`config.mk`:
```
export PLATFORM = sky130hd
export DESIGN_NAME = seq_detector_param
export DESIGN_NICKNAME = d
export VERILOG_FILES = /design/src/rtl/seq_detector_param.sv
export SDC_FILE = /design/constraint.sdc
export NUM_CORES = 1
export LEC_CHECK = 0
export BUFFER_PORTS_ARGS = -buffer_cell sky130_fd_sc_hd__buf_2
export CORE_UTILIZATION = 55
export DETAILED_ROUTE_END_ITERATION = 8
export HOLD_SLACK_MARGIN = 0.08
export PLACE_DENSITY = 0.78
export SETUP_SLACK_MARGIN = 0.1
export SYNTH_ARGS = -nofsm -noshare
export SYNTH_HDL_FRONTEND = slang
export SYNTH_SLANG_ARGS = --single-unit
```
`constraint.sdc`:
```
create_clock -name clock -period 5 [get_ports clock]
set_input_delay 0.25 -clock clock [delete_from_list [all_inputs] [get_ports clock]]
set_output_delay 0.25 -clock clock [all_outputs]
set_load 0.005 [all_outputs]
```
`src/rtl/seq_detector_param.sv`:
```
// Serial bit-pattern detector with a runtime-loadable pattern, length and
// overlap mode. A single-bit stream qualified by in_valid is shifted into a
// history register while the detector is hunting. A registered one-cycle pulse
// is raised when the newest len samples equal the configured pattern, and a
// saturating counter tracks how many matches have been seen.
// Out of reset the detector looks for "1011" with overlapping matches, so
// existing users need no configuration.
module seq_detector_param #(
    parameter int                 MAX_LEN         = 8,
    parameter int                 LEN_W           = $clog2(MAX_LEN) + 1,
    parameter int                 CNT_W           = 16,
    parameter logic [MAX_LEN-1:0] DEFAULT_PATTERN = MAX_LEN'(8'b0000_1011),
    parameter int                 DEFAULT_LEN     = 4,
    parameter logic               DEFAULT_OVERLAP = 1'b1
) (
    input  logic               clock,
    input  logic               reset,
    input  logic               sequence_in,
    input  logic               in_valid,
    input  logic               cfg_load,
    input  logic [MAX_LEN-1:0] cfg_pattern,
    input  logic [LEN_W-1:0]   cfg_len,
    input  logic               cfg_overlap,
    input  logic               cnt_clear,
    output logic               detector_out,
    output logic [CNT_W-1:0]   match_count,
    output logic               cfg_err,
    output logic               active
);

    // Two-state controller: UNCFG after an illegal load, HUNT otherwise.
    localparam logic [0:0] ST_UNCFG = 1'b0;
    localparam logic [0:0] ST_HUNT  = 1'b1;

    localparam logic [LEN_W-1:0] LEN_MAX = LEN_W'(MAX_LEN);
    localparam logic [LEN_W-1:0] LEN_DEF = LEN_W'(DEFAULT_LEN);
    localparam logic [CNT_W-1:0] CNT_SAT = '1;

    // Registered state and configuration.
    logic [0:0]         state_reg,   state_next;
    logic [MAX_LEN-1:0] pattern_reg, pattern_next;
    logic [LEN_W-1:0]   len_reg,     len_next;
    logic               overlap_reg, overlap_next;
    logic [MAX_LEN-1:0] hist_reg,    hist_next;
    logic [LEN_W-1:0]   fill_reg,    fill_next;
    logic               det_reg,     det_next;
    logic [CNT_W-1:0]   count_reg,   count_next;
    logic               err_reg,     err_next;

    // Datapath helpers.
    logic [MAX_LEN-1:0] hist_shift;
    logic [LEN_W-1:0]   fill_inc;
    logic [MAX_LEN-1:0] bit_ok;
    logic               cfg_len_ok;
    logic               sample_take;
    logic               match_hit;

    // History as it would look after accepting the current sample; the
    // match is judged on this post-shift view.
    assign hist_shift = {hist_reg[MAX_LEN-2:0], sequence_in};

    // Fill count saturates at MAX_LEN: once the history is full, every
    // further sample keeps it full.
    assign fill_inc = (fill_reg >= LEN_MAX) ? LEN_MAX : (fill_reg + LEN_W'(1));

    // Per-bit compare; positions at or above the active length are
    // don't-care and always agree.
    genvar gi;
    generate
        for (gi = 0; gi < MAX_LEN; gi++) begin : g_cmp
            assign bit_ok[gi] = (LEN_W'(gi) >= len_reg) ||
                                (hist_shift[gi] == pattern_reg[gi]);
        end
    endgenerate

    assign cfg_len_ok = (cfg_len != '0) && (cfg_len <= LEN_MAX);

    // A sample is accepted only while hunting and only when no config load
    // competes for the same edge (the load wins and the sample is dropped).
    assign sample_take = (state_reg == ST_HUNT) && in_valid && !cfg_load;

    assign match_hit = sample_take && (fill_inc >= len_reg) && (&bit_ok);

    // Next-state logic for configuration, history, pulse and counter.
    always_comb begin
        state_next   = state_reg;
        pattern_next = pattern_reg;
        len_next     = len_reg;
        overlap_next = overlap_reg;
        hist_next    = hist_reg;
        fill_next    = fill_reg;
        err_next     = err_reg;
        det_next     = 1'b0;
        count_next   = count_reg;

        if (cfg_load) begin
            // Any load restarts the search from an empty history.
            hist_next = '0;
            fill_next = '0;
            if (cfg_len_ok) begin
                pattern_next = cfg_pattern;
                len_next     = cfg_len;
                overlap_next = cfg_overlap;
                state_next   = ST_HUNT;
                err_next     = 1'b0;
            end else begin
                // Keep the stale config in the registers but park the
                // detector so it is never used.
                state_next = ST_UNCFG;
                err_next   = 1'b1;
            end
        end else if (sample_take) begin
            hist_next = hist_shift;
            fill_next = fill_inc;
            if (match_hit) begin
                det_next = 1'b1;
                // Non-overlapping mode: the next match needs len fresh bits.
                if (!overlap_reg) begin
                    fill_next = '0;
                end
            end
        end

        // Clear takes priority over a coincident increment.
        if (cnt_clear) begin
            count_next = '0;
        end else if (match_hit && (count_reg != CNT_SAT)) begin
            count_next = count_reg + CNT_W'(1);
        end
    end

    // State register with synchronous active-low reset to the defaults.
    always_ff @(posedge clock) begin
        if (!reset) begin
            state_reg   <= ST_HUNT;
            pattern_reg <= DEFAULT_PATTERN;
            len_reg     <= LEN_DEF;
            overlap_reg <= DEFAULT_OVERLAP;
            hist_reg    <= '0;
            fill_reg    <= '0;
            det_reg     <= 1'b0;
            count_reg   <= '0;
            err_reg     <= 1'b0;
        end else begin
            state_reg   <= state_next;
            pattern_reg <= pattern_next;
            len_reg     <= len_next;
            overlap_reg <= overlap_next;
            hist_reg    <= hist_next;
            fill_reg    <= fill_next;
            det_reg     <= det_next;
            count_reg   <= count_next;
            err_reg     <= err_next;
        end
    end

    assign detector_out = det_reg;
    assign match_count  = count_reg;
    assign cfg_err      = err_reg;
    assign active       = (state_reg == ST_HUNT);

endmodule

```
* Word level (Yosys, flattened, before mapping)
Index checks and enable logic that the tools add are counted.
** Cells by class
- Add/subtract/negate cells :: 2
- Magnitude comparators :: 11
- Equal/unequal tests :: 9
- Mux-type cells :: 6
- Bitwise operators :: 2
- Reductions and logical operators :: 21
** Operators by type and width (count)
- $add A16 B1 Y16 const B :: 1
- $ge A3 B4 Y1 const A :: 4
- $ne A16 B16 Y1 const B :: 1
- $mux W4 :: 3
- $eq A1 B1 Y1 :: 8
- $ge A1 B4 Y1 const A :: 2
- $ge A2 B4 Y1 const A :: 2
- $logic_or A1 B1 Y1 :: 8
- $reduce_and A8 Y1 :: 1
- $logic_and A1 B1 Y1 :: 6
- $add A4 B1 Y4 const B :: 1
- $ge A4 B4 Y1 :: 1
- $ge A4 B4 Y1 const B :: 1
- $le A4 B4 Y1 const B :: 1
- $reduce_bool A4 Y1 :: 1
- $reduce_or A2 Y1 :: 2
- $mux W1 :: 3
- $reduce_or A3 Y1 :: 1
- $not A1 Y1 :: 2
- $reduce_and A2 Y1 :: 1
- $logic_not A1 Y1 :: 1
** Storage, ports and cells
- Register bits after elaboration :: 43
- Input port bits :: 19

* Depth between registers and ports, before layout
- Depth after elaboration :: 6
- Gate-level depth with buffers :: 10
- Gate-level depth less buffers :: 8

* Worst setup path before layout
No wires, ideal clock.
- Kind :: register -> register
- Start point :: register fill_reg[3]
- End point :: register count_reg[13] (netlist: match_count[13])
- Library setup time :: 0.070 ns
- Arrival time :: 2.139 ns
- Required time :: 4.930 ns
- Slack :: 2.791 ns
- Stages on the path, launching flop included :: 10
- Path buffers :: 1
- Clock period less this slack :: 2.209 ns
- Cell sequence :: dfxtp_1 -> or2_2 -> ha_1 -> inv_1 -> a31oi_1 -> o221a_2 -> o21ai_1 -> buf_2 -> or4_1 -> a21oi_1
** Between the ends
- Longest elaborated chain between the ends :: 6
- Elaborated cells on any way between the ends :: 7
** RTL lines
- start: declaration :: RTL line 45 : logic [LEN_W-1:0] fill_reg, fill_next;
- start signal: assignment :: RTL line 150 : fill_reg <= fill_next;
- $add A4 B1 Y4 / $ge A4 B4 Y1 (equally long branches) :: RTL line 64 : assign fill_inc = (fill_reg >= LEN_MAX) ? LEN_MAX : (fill_reg + LEN_W'(1));
- $mux W4 (*) :: RTL line 64
- $ge A4 B4 Y1 (*) :: RTL line 82 : assign match_hit = sample_take && (fill_inc >= len_reg) && (&bit_ok);
- $logic_and A1 B1 Y1 (*) (2 in a row) :: RTL line 82
- $logic_and A1 B1 Y1 (*) :: RTL line 127 : end else if (match_hit && (count_reg != CNT_SAT)) begin
- end signal: assignment :: RTL line 152 : count_reg <= count_next;
- end: declaration :: RTL line 47 : logic [CNT_W-1:0] count_reg, count_next;
Mark *: on every way between the ends. The rest lies on a longest branch, timed or not.
A chain may end at the register's enable or synchronous reset.

* Final worst setup path
- Start point :: register fill_reg[3]
- End point :: register count_reg[10] (netlist: match_count[10])
Same word-level chain as after synthesis.

==> flow_summary.ini <==
[run_status]
status = finished, final reports clean

[die]
core_area_um2 = 3720
fp.dieW_um = 64.6
die_area_um2 = 4180
initial_utilization_pct = 58.0
rows = 22
boundaryPins = 38
die_height_um = 64.6

[finish]
syn_to_final_growth_pct = 14.3
filler_cell_count = 335
multi_input_area_um2 = 1200
antenna_diode_count = 0
largest_register_ffs = 16
final_cells = 335
final_common_cell = sky130_fd_sc_hd__dfxtp_1
layout.cells.most_common_list = sky130_fd_sc_hd__dfxtp_1, sky130_fd_sc_hd__buf_2, sky130_fd_sc_hd__nand2_1, sky130_fd_sc_hd__a21oi_1, sky130_fd_sc_hd__mux2i_1
fin_nets = 310
drive_gt1_share_pct = 19.5
layout.area.seq_um2 = 861

[logic_synthesis]
post_synth_inst_count = 252
post_synth.cell_area_avg_um2 = 8.56
synth.top_cells.by_area = sky130_fd_sc_hd__dfxtp_1, sky130_fd_sc_hd__a21oi_1, sky130_fd_sc_hd__mux2i_1
yosysUniqueCellTypes = 42
synth_compound_area_share_pct = 17.7
primary_flip_flop_cell_chosen_by_synthesis_mapping = sky130_fd_sc_hd__dfxtp_1
synth-adder-area-share_pct = 2.90
synth.area.mux_share_pct = 6.03
synth-simple-area-share_pct = 25.2
dominant_combinational_cell_family_by_area_after_synthesis = simple AND/OR/NAND/NOR gates
post-synth-top-area-fraction_pct = 39.9
synthXorXnorAreaFrac_pct = 3.65
asyncSetResetFlopFracSynth_pct = 0
yosysTopAreaCell = sky130_fd_sc_hd__dfxtp_1
synthesis.area_um2 = 2160
synth-edff-count = 0
syn_nets = 276
synth-warning-count = 0
synth-seq-cells = 43
ys_seq_area_share_pct = 39.9

[critical_path]
worstPathRequired_ns = 5.22
criticalPathCategory = reg2reg
crit_path_max_fanout = 25
endpoint_kind = register
critical_path.startpoint_type = register
timing.critical_path.arrival_ns = 2.59

[sta]
setup_violations = 0
final_hold_viol_count = 0
setup_slack_ns = 2.64
hold-worst-slack_ns = 0.146
fin_crit_ns = 2.36
max_freq_mhz = 424
rsz0062_at_grt = no
fin_skew_ns = 0.00935
headroom_to_the_max_slew_limit_pct = 52.7
timing_max_transition_violations_final = 0
worst-slew-pin-transition_ns = 0.708
layout_worst_path_cycle_share_pct = 47.2
setup_tns_ns = 0

[clock_network]
cts-hold-fix-buffers = 0
cts_tree = built
cts_root_buf = sky130_fd_sc_hd__clkbuf_8
clk_pin_slew_ns = 0.08
post_cts.resized_instances = 0
insertion_delay_ns = 0.31
clock_tree.buffer_depth = 2
htree_levels = 2
count_of_buffers_added_by_post_cts_timing_repair_for_setup = 0
cts-buffers-inserted = 5
clock-sinks = 43

[grt]
gr-usage-met2_pct = 41.3
grt_overflow = 0
grt_start_max_net_pins = 33
number_of_antenna_violations_at_the_first_check_in_global_routing = 0
grt_pass1_vias = 1792
met3_usage_in_global_routing_pct = 4.93
grtUsageMet1_pct = 29.5
globalRouteTotalUtil_pct = 24.3
global_route.peak_usage_layer = met2
grt_first_pass_wirelength_mm = 7.83

[pwr]
finalPower_uw = 686
net-switching-power_uw = 164
sequentialPowerShare_pct = 52.1
cellLeakagePower_uw = 0.000984
power.share.combinational_pct = 8.2
p_per_area_nw_per_um2 = 278
clock_power_share_pct = 39.8
power.share.switching_pct = 23.9
ir_worst_vdd_mv = 0.200
internal_power_uw = 522

[routing]
drt_pass1_iterations = 4
drt_iter0_drc = 148
vias = 1895
viasPerCell = 5.66
routed_wl_mm = 4.44
wl_per_cell_um = 13.3
route.detailed.drc = 0
count_of_nets_left_with_antenna_violations_after_detail_routing = 0

[worst_hold_path]
hold_path.class = in2reg

[placed_design]
numPlacedInstances = 327
dp_worst_setup_slack_ns = 2.62
gp_congestion = 0.771
count_of_buffers_inserted_at_the_top_level_ports = 37
place_hpwl_mm = 3.22

[flow_run]
cap_viol_max_count = 0
[cell families (layout without fill, tap and decap cells)]
group / after synthesis / count (layout)
adders and majority gates: 5 / 5
and+or+nand+nor: 103 / 103
DFF: 43 / 43
AOI/OAI and AO/OA: 58 / 58
xor gates and xnor gates: 9 / 9
muxes: 13 / 13
buffers and inverters: 21 / 56
[worst max-delay path: stages (launching register included)]
cell                      delay [ns]
sky130_fd_sc_hd__dfxtp_1        0.35
sky130_fd_sc_hd__or2_2          0.33
sky130_fd_sc_hd__ha_1           0.29
sky130_fd_sc_hd__inv_1          0.05
sky130_fd_sc_hd__a31oi_1        0.15
sky130_fd_sc_hd__o221a_2        0.21
sky130_fd_sc_hd__o21ai_1        0.07
sky130_fd_sc_hd__buf_4          0.21
sky130_fd_sc_hd__or4_1          0.48
sky130_fd_sc_hd__a21oi_1        0.15
[area by class of cell]
type | instances | area share (%)
tap | 48 | 2.44
inverter | 9 | 1.37
timing repair buffer | 39 | 8.12
clock inverter | 3 | 1.78
clock buffer | 5 | 2.79
sequential | 43 | 34.9
multi-input combinational | 188 | 48.6
[worst paths after layout]
path,cells after the start,slack [ns],end,startpoint
max,9,2.64,match_count[10],fill_reg[3]
min,3,0.15,pattern_reg[1],cfg_pattern[1]
max reg2reg,9,2.64,match_count[10],fill_reg[3]
min reg2reg,2,0.48,hist_reg[6],hist_reg[6]
[stage by stage]
| step | util [%] | area [um2] |
|---|---|---|
| 2_1_floorplan | - | 2160 |
| 3_3_place_gp | 63.3 | 2350 |
| 3_5_place_dp | 63.3 | 2350 |
| 4_1_cts | 66.4 | 2470 |
| 5_1_grt | 66.4 | 2470 |
| 6_report | 66.4 | 2470 |
[Yosys cell counts (all sizes together) (2+ instances only)]
library cell  count
a21oi            27
a31o              3
and2              2
and3              4
and4              2
buf               5
clkbuf            7
dfxtp            43
ha                5
inv               9
mux2i            13
nand2            34
nand2b            4
nand3             7
nand4             5
nor2             12
nor2b             9
nor3              8
nor4              3
o21ai             4
o22ai             2
o31ai            12
o41ai             2
or4              11
xnor2             8
[power by group through the flow]
stage                     sequential (uW)  combinational (uW)  clock, uW
final                                 357                56.0        273
after global routing                  358                62.2        291
after CTS                             357                56.2        278
after detailed placement              365                55.8          0
after global placement                365                54.6          0
after floorplan                       363                41.6          0
[layer usage]
| metal | wire, um | vias to the layer above |
|---|---|---|
| li1 | - | 984 |
| met1 | 2080 | 863 |
| met2 | 2100 | 42 |
| met3 | 202 | 6 |
| met4 | 59 | 0 |
| met5 | 0 | - |
Note: power is estimated with default switching activity, not from simulation.
